`src/rtl/s2p_pkg.sv`:
```
// Shared types and constants for the serial-to-parallel comma aligner.
//   state_t       : aligner states HUNT / ALIGN / ACTIVE
//   COMMA_DEFAULT : default alignment/idle comma byte (K28.5-style 8'hBC)
package s2p_pkg;

  typedef enum logic [1:0] {
    HUNT   = 2'd0,
    ALIGN  = 2'd1,
    ACTIVE = 2'd2
  } state_t;

  localparam logic [7:0] COMMA_DEFAULT = 8'hBC;

endpackage

```
`src/rtl/s2p_deser.sv`:
```
// Serial shift history and bit-position counter.
//   i_clk    : bit clock, one serial bit per rising edge
//   i_reset  : synchronous active-high reset (clears history and counter)
//   i_clr    : synchronous clear of the bit counter (phase re-anchor)
//   i_inc    : advance the bit counter by one (wraps 7 -> 0)
//   i_data   : serial input bit, MSB of each byte first
//   o_window : {history[6:0], i_data}, the 8 most recent bits
//   o_cnt    : current bit counter value
module s2p_deser (
  input  logic       i_clk,
  input  logic       i_reset,
  input  logic       i_clr,
  input  logic       i_inc,
  input  logic       i_data,
  output logic [7:0] o_window,
  output logic [2:0] o_cnt
);

  logic [6:0] r_hist;
  logic [2:0] r_cnt;

  always_ff @(posedge i_clk) begin
    if (i_reset) begin
      r_hist <= '0;
      r_cnt  <= '0;
    end else begin
      r_hist <= {r_hist[5:0], i_data};
      if (i_clr)
        r_cnt <= '0;
      else if (i_inc)
        r_cnt <= r_cnt + 3'd1;
    end
  end

  assign o_window = {r_hist, i_data};
  assign o_cnt    = r_cnt;

endmodule

```
`src/rtl/s2p_comma_align.sv`:
```
// Serial-to-parallel converter with comma-based byte alignment.
//   clk_32f     : bit clock, one serial bit sampled per rising edge
//   reset       : synchronous active-high reset
//   data_in     : serial bit stream, MSB first
//   data_out    : last completed byte, held between byte boundaries
//   valid_out   : data_out is a non-comma byte received while ACTIVE
//   byte_strobe : one-cycle pulse when data_out/valid_out update
//   active_out  : high while aligned (ACTIVE)
// HUNT searches for COMMA on every bit; ALIGN checks only at byte boundaries
// and needs BC_REQ consecutive commas; ACTIVE is left only by reset.
module s2p_comma_align
  import s2p_pkg::*;
#(
  parameter logic [7:0]  COMMA  = COMMA_DEFAULT,
  parameter int unsigned BC_REQ = 4
) (
  input  logic       clk_32f,
  input  logic       reset,
  input  logic       data_in,
  output logic [7:0] data_out,
  output logic       valid_out,
  output logic       byte_strobe,
  output logic       active_out
);

  localparam logic [2:0] BC_LAST = 3'(BC_REQ - 1);

  state_t     r_state;
  logic [2:0] r_bc_cnt;
  logic [7:0] w_window;
  logic [2:0] w_cnt;
  logic       w_is_comma;
  logic       w_boundary;
  logic       w_clr;
  logic       w_inc;

  s2p_deser u_deser (
    .i_clk    (clk_32f),
    .i_reset  (reset),
    .i_clr    (w_clr),
    .i_inc    (w_inc),
    .i_data   (data_in),
    .o_window (w_window),
    .o_cnt    (w_cnt)
  );

  // Counter is frozen in HUNT and re-anchored to 0 on the cycle a comma
  // completes, so counter==7 marks the last bit of each following byte.
  always_comb begin
    w_is_comma = (w_window == COMMA);
    w_boundary = (w_cnt == 3'd7) && (r_state != HUNT);
    w_clr      = (r_state == HUNT) && w_is_comma;
    w_inc      = (r_state != HUNT);
  end

  always_ff @(posedge clk_32f) begin
    if (reset) begin
      r_state     <= HUNT;
      r_bc_cnt    <= '0;
      data_out    <= '0;
      valid_out   <= 1'b0;
      byte_strobe <= 1'b0;
      active_out  <= 1'b0;
    end else begin
      byte_strobe <= 1'b0;
      case (r_state)
        HUNT: begin
          if (w_is_comma) begin
            r_bc_cnt <= 3'd1;
            r_state  <= ALIGN;
          end
        end
        ALIGN: begin
          if (w_boundary) begin
            if (w_is_comma) begin
              if (r_bc_cnt == BC_LAST) begin
                r_state     <= ACTIVE;
                r_bc_cnt    <= '0;
                data_out    <= w_window;
                valid_out   <= 1'b0;
                byte_strobe <= 1'b1;
                active_out  <= 1'b1;
              end else begin
                r_bc_cnt <= r_bc_cnt + 3'd1;
              end
            end else begin
              r_state  <= HUNT;
              r_bc_cnt <= '0;
            end
          end
        end
        ACTIVE: begin
          if (w_boundary) begin
            data_out    <= w_window;
            valid_out   <= !w_is_comma;
            byte_strobe <= 1'b1;
          end
        end
        default: begin
          r_state  <= HUNT;
          r_bc_cnt <= '0;
        end
      endcase
    end
  end

endmodule

```
`config.mk`:
```
export PLATFORM = sky130hd
export DESIGN_NAME = s2p_comma_align
export DESIGN_NICKNAME = d
export VERILOG_FILES = /design/src/rtl/s2p_pkg.sv /design/src/rtl/s2p_deser.sv /design/src/rtl/s2p_comma_align.sv
export SDC_FILE = /design/constraint.sdc
export NUM_CORES = 1
export LEC_CHECK = 0
export CAP_MARGIN = 15
export CORE_UTILIZATION = 48
export CTS_CLUSTER_DIAMETER = 30
export DETAILED_ROUTE_END_ITERATION = 8
export GPL_TIMING_DRIVEN = 0
export PLACE_DENSITY = 0.69
export SYNTH_ARGS = -nofsm -noshare
export SYNTH_HDL_FRONTEND = slang
export SYNTH_SLANG_ARGS = --single-unit
```
`constraint.sdc`:
```
create_clock -name clk_32f -period 1.75 [get_ports clk_32f]
set_input_delay 0.525 -clock clk_32f [delete_from_list [all_inputs] [get_ports clk_32f]]
set_output_delay 0.525 -clock clk_32f [all_outputs]
set_load 0.005 [all_outputs]
```
==> metrics.txt <==
drt first pass iters 4; number of global-route vias before repair approximately 820; crit-path max FO 2; crit path buf inv count 1; die area roughly 2700 sq um; crit path capture type output pin; CP Launch Type flip-flop; CTS tree done; switching share of power 19.71%; area leader, netlist dfxtp_1; Slew @ Worst Pin 449.4 ps; fillers 164; routability cong. 0.7863; max-slew violations 0; clock net sink count 26; XOR/XNOR Fraction of Synth Area 0%; largest net degree at the start of global routing 16; FF+latch count, synth 26; area share of fa/ha/maj cells after synthesis ~7.4%; critical path class flip-flop to output pin; Mapped Area ~1200 sq um; worst clock skew a little under 8 ps; PortBufs 12; Cell Area, Placed around 1300 sq um; dpl ws -518.8 ps; CP max stage delay 490 ps; largest family of logic cells by synthesized area simple AND/OR/NAND/NOR gates; Mapped Avg Cell Area roughly 11 sq um; share of layout cells above drive strength 1 37.96%; Post-Synth Simple-Gate Area 27.44%; Max rail drop VDD ~0.88 mV; first-pass GRT wire length roughly 3600 um; status complete, no violations; fraction of registers with async set/reset 0%; Worst EP arrival between 1000 and 1500 ps; Setup WS post-layout between 30 and 40 ps; DR iter-0 viols 8; net switching power roughly 0.00021 W; Power Dens Cells between 600 and 700 nW/um^2; proportion of power drawn by the clock network roughly 41%; Slowest cell on crit path clkdlybuf4s50_1; Vias/cell 5.085; Pleak 0.7165 nW; vias between 800 and 900; clk root buf clkbuf_4; worst-path cell chain clkdlybuf4s50_1; DRC viols 0; final instance area ~1600 sq um; Top Ports 14; final worst-path cycle share between 90% and 100%; Post-Syn Nets 119; post-layout minimum cycle time 1713 ps; Achievable Freq 0.5839 GHz; cell count after synthesis between 100 and 150; library cells used by synthesis 28; Post-synth top flop dfxtp_1; Total GRT Usage a little under a fifth; DP Wirelength ~1400 um; final WL around 2300 um; synth warn 0; RSZ-0062 raised after global routing true; multiplexer share of the synthesized area a little under a tenth; number of antenna violations at the first check in global routing 0; n_diodes 0; Core Box Area between 2000 and 2500 sq um; final hold vios 0; row count 17; CTS Buffer Depth 2; P_int between 0.0008 and 0.0009 W; CTS buffer count 3; post-synthesis compound-gate area fraction 9.640%; top-area cell type share of the netlist area between 40% and 50%; Die Wd 51.61 um; Initial Util 51.90%; DR WL/cell between 10 and 15 um; Comb pwr share under 10%; CTS HTree Levels 1; CP top delay family buffers and inverters; Worst-Skew Late Latency roughly 340 ps; WP data required 1220 ps; area delta synth->final 32.84%; sequential share of the synthesized area between 40 and 50%; Final setup viols 0; Post-synth EDFFs 0; Post-DRT Antenna Nets 0; nets@finish around 150; GR Overflow Total 0; max-cap check violation count 0; dominant cells by area after synthesis dfxtp_1 (44%), nor2b_1 (8.5%), ha_1 (7.4%), mux2_2 (6.7%), nand2b_1 (4.2%); Max-slew headroom 70.04%; type of the most critical hold path flip-flop to flip-flop; Die Height 51.61 um; Flop pwr share a little under three fifths; Reg clk slew, reported paths 150 ps
## tightest hold or removal path: stages, from the launching register on
cell and delay (ps):
dfxtp_2 350, a21oi_1 30, nor2_1 70
## timing repair
item	in CTS	in global routing
gates cloned	0	0
pin swaps	3	5
resized for setup	7	24
endpoints found under the setup margin	11	23
hold buffers	0	0
setup buffers	5	7
## kinds of logic (layout without fill, tap and decap cells)
family	Yosys count	in the layout
compound gates	13	13
simple gates	46	46
mux	10	10
flops	26	26
fa+ha+maj	7	7
buf+inv	7	35
## stage by stage
step / TNS [ps] / hold WS, ps / std cells / total power (W) / utilization [%]
finish: 0 / 481.6 / 165 / 0.001040 / 68.94
global route: -118.8 / 483.3 / 165 / 0.001080 / 68.94
CTS: 0 / 470.8 / 158 / 0.001050 / 63.28
detailed placement: -7071 / 450.4 / 149 / 0.0006320 / 58.71
global placement: -6906 / 444.0 / 149 / 0.0006318 / 58.71
floorplan: 0 / 429.8 / 109 / 0.0006249 / -
## placed cells by master, fill, tap and decap left out, types with 5 or more instances in the layout
cell type / count
a21oi_1: 5
mux2_2: 7
buf_4: 11
clkdlybuf4s50_1: 7
dlymetal6s2s_1: 5
dfxtp_1: 14
dfxtp_2: 11
nor2b_1: 15
nand2b_1: 7
## path summary, 6_finish.rpt
| check | from | slack (ps) | to | depth (start not counted) |
|---|---|---|---|---|
| max | valid_out | 40 | valid_out | 1 |
| min | active_out | 480 | active_out | 2 |
| max reg2reg | r_state[0] | 60 | r_state[0] | 6 |
| min reg2reg | active_out | 480 | active_out | 2 |
## cells in the mapped netlist (2+ instances only)
library cell,n
dfxtp_1,26
nor2b_1,16
nand2b_1,8
ha_1,7
mux2_2,7
a21oi_1,5
inv_1,4
nor2_1,4
or2_2,4
clkbuf_1,3
mux2i_1,3
nand3_1,3
a211oi_1,2
nand3b_1,2
nor3_1,2
## flip-flops by register name (all words and copies together) (netlist names)
name,flops
active_out,1
byte_strobe,1
data_out,8
r_bc_cnt,3
r_state,2
u_deser.o_cnt,3
u_deser.r_hist,7
valid_out,1
## power by group through the flow
stage	logic (W)	clock network (W)	registers [W]
global placement	0.0000212	0	0.000611
finish	0.0000218	0.000422	0.000596
CTS	0.0000216	0.000431	0.000598
global route	0.0000240	0.000459	0.000597
floorplan	0.0000149	0	0.000610
detailed placement	0.0000216	0	0.000610
## metal layers
layer	vias up	share of wire, %	global-route usage, %
li1	432	-	-
met1	387	45	22.24
met2	14	48	30.09
met3	6	4.1	6.725
met4	0	2.3	8.108
met5	-	0	0
## layout make-up
cell class              instances  area (sq um)  share of cell area (%)
plain buffers                   3         11.26                  0.7177
clock buffers                   3         22.52                   1.435
clock inverters                 1         30.03                   1.914
inverters                       4         15.01                  0.9569
multi-input cells              76         681.9                   43.46
flip-flops and latches         26         538.0                   34.29
well taps                      28         35.03                   2.233
repair buffers                 24         235.2                   14.99
Power figures use the tool's default switching activity.
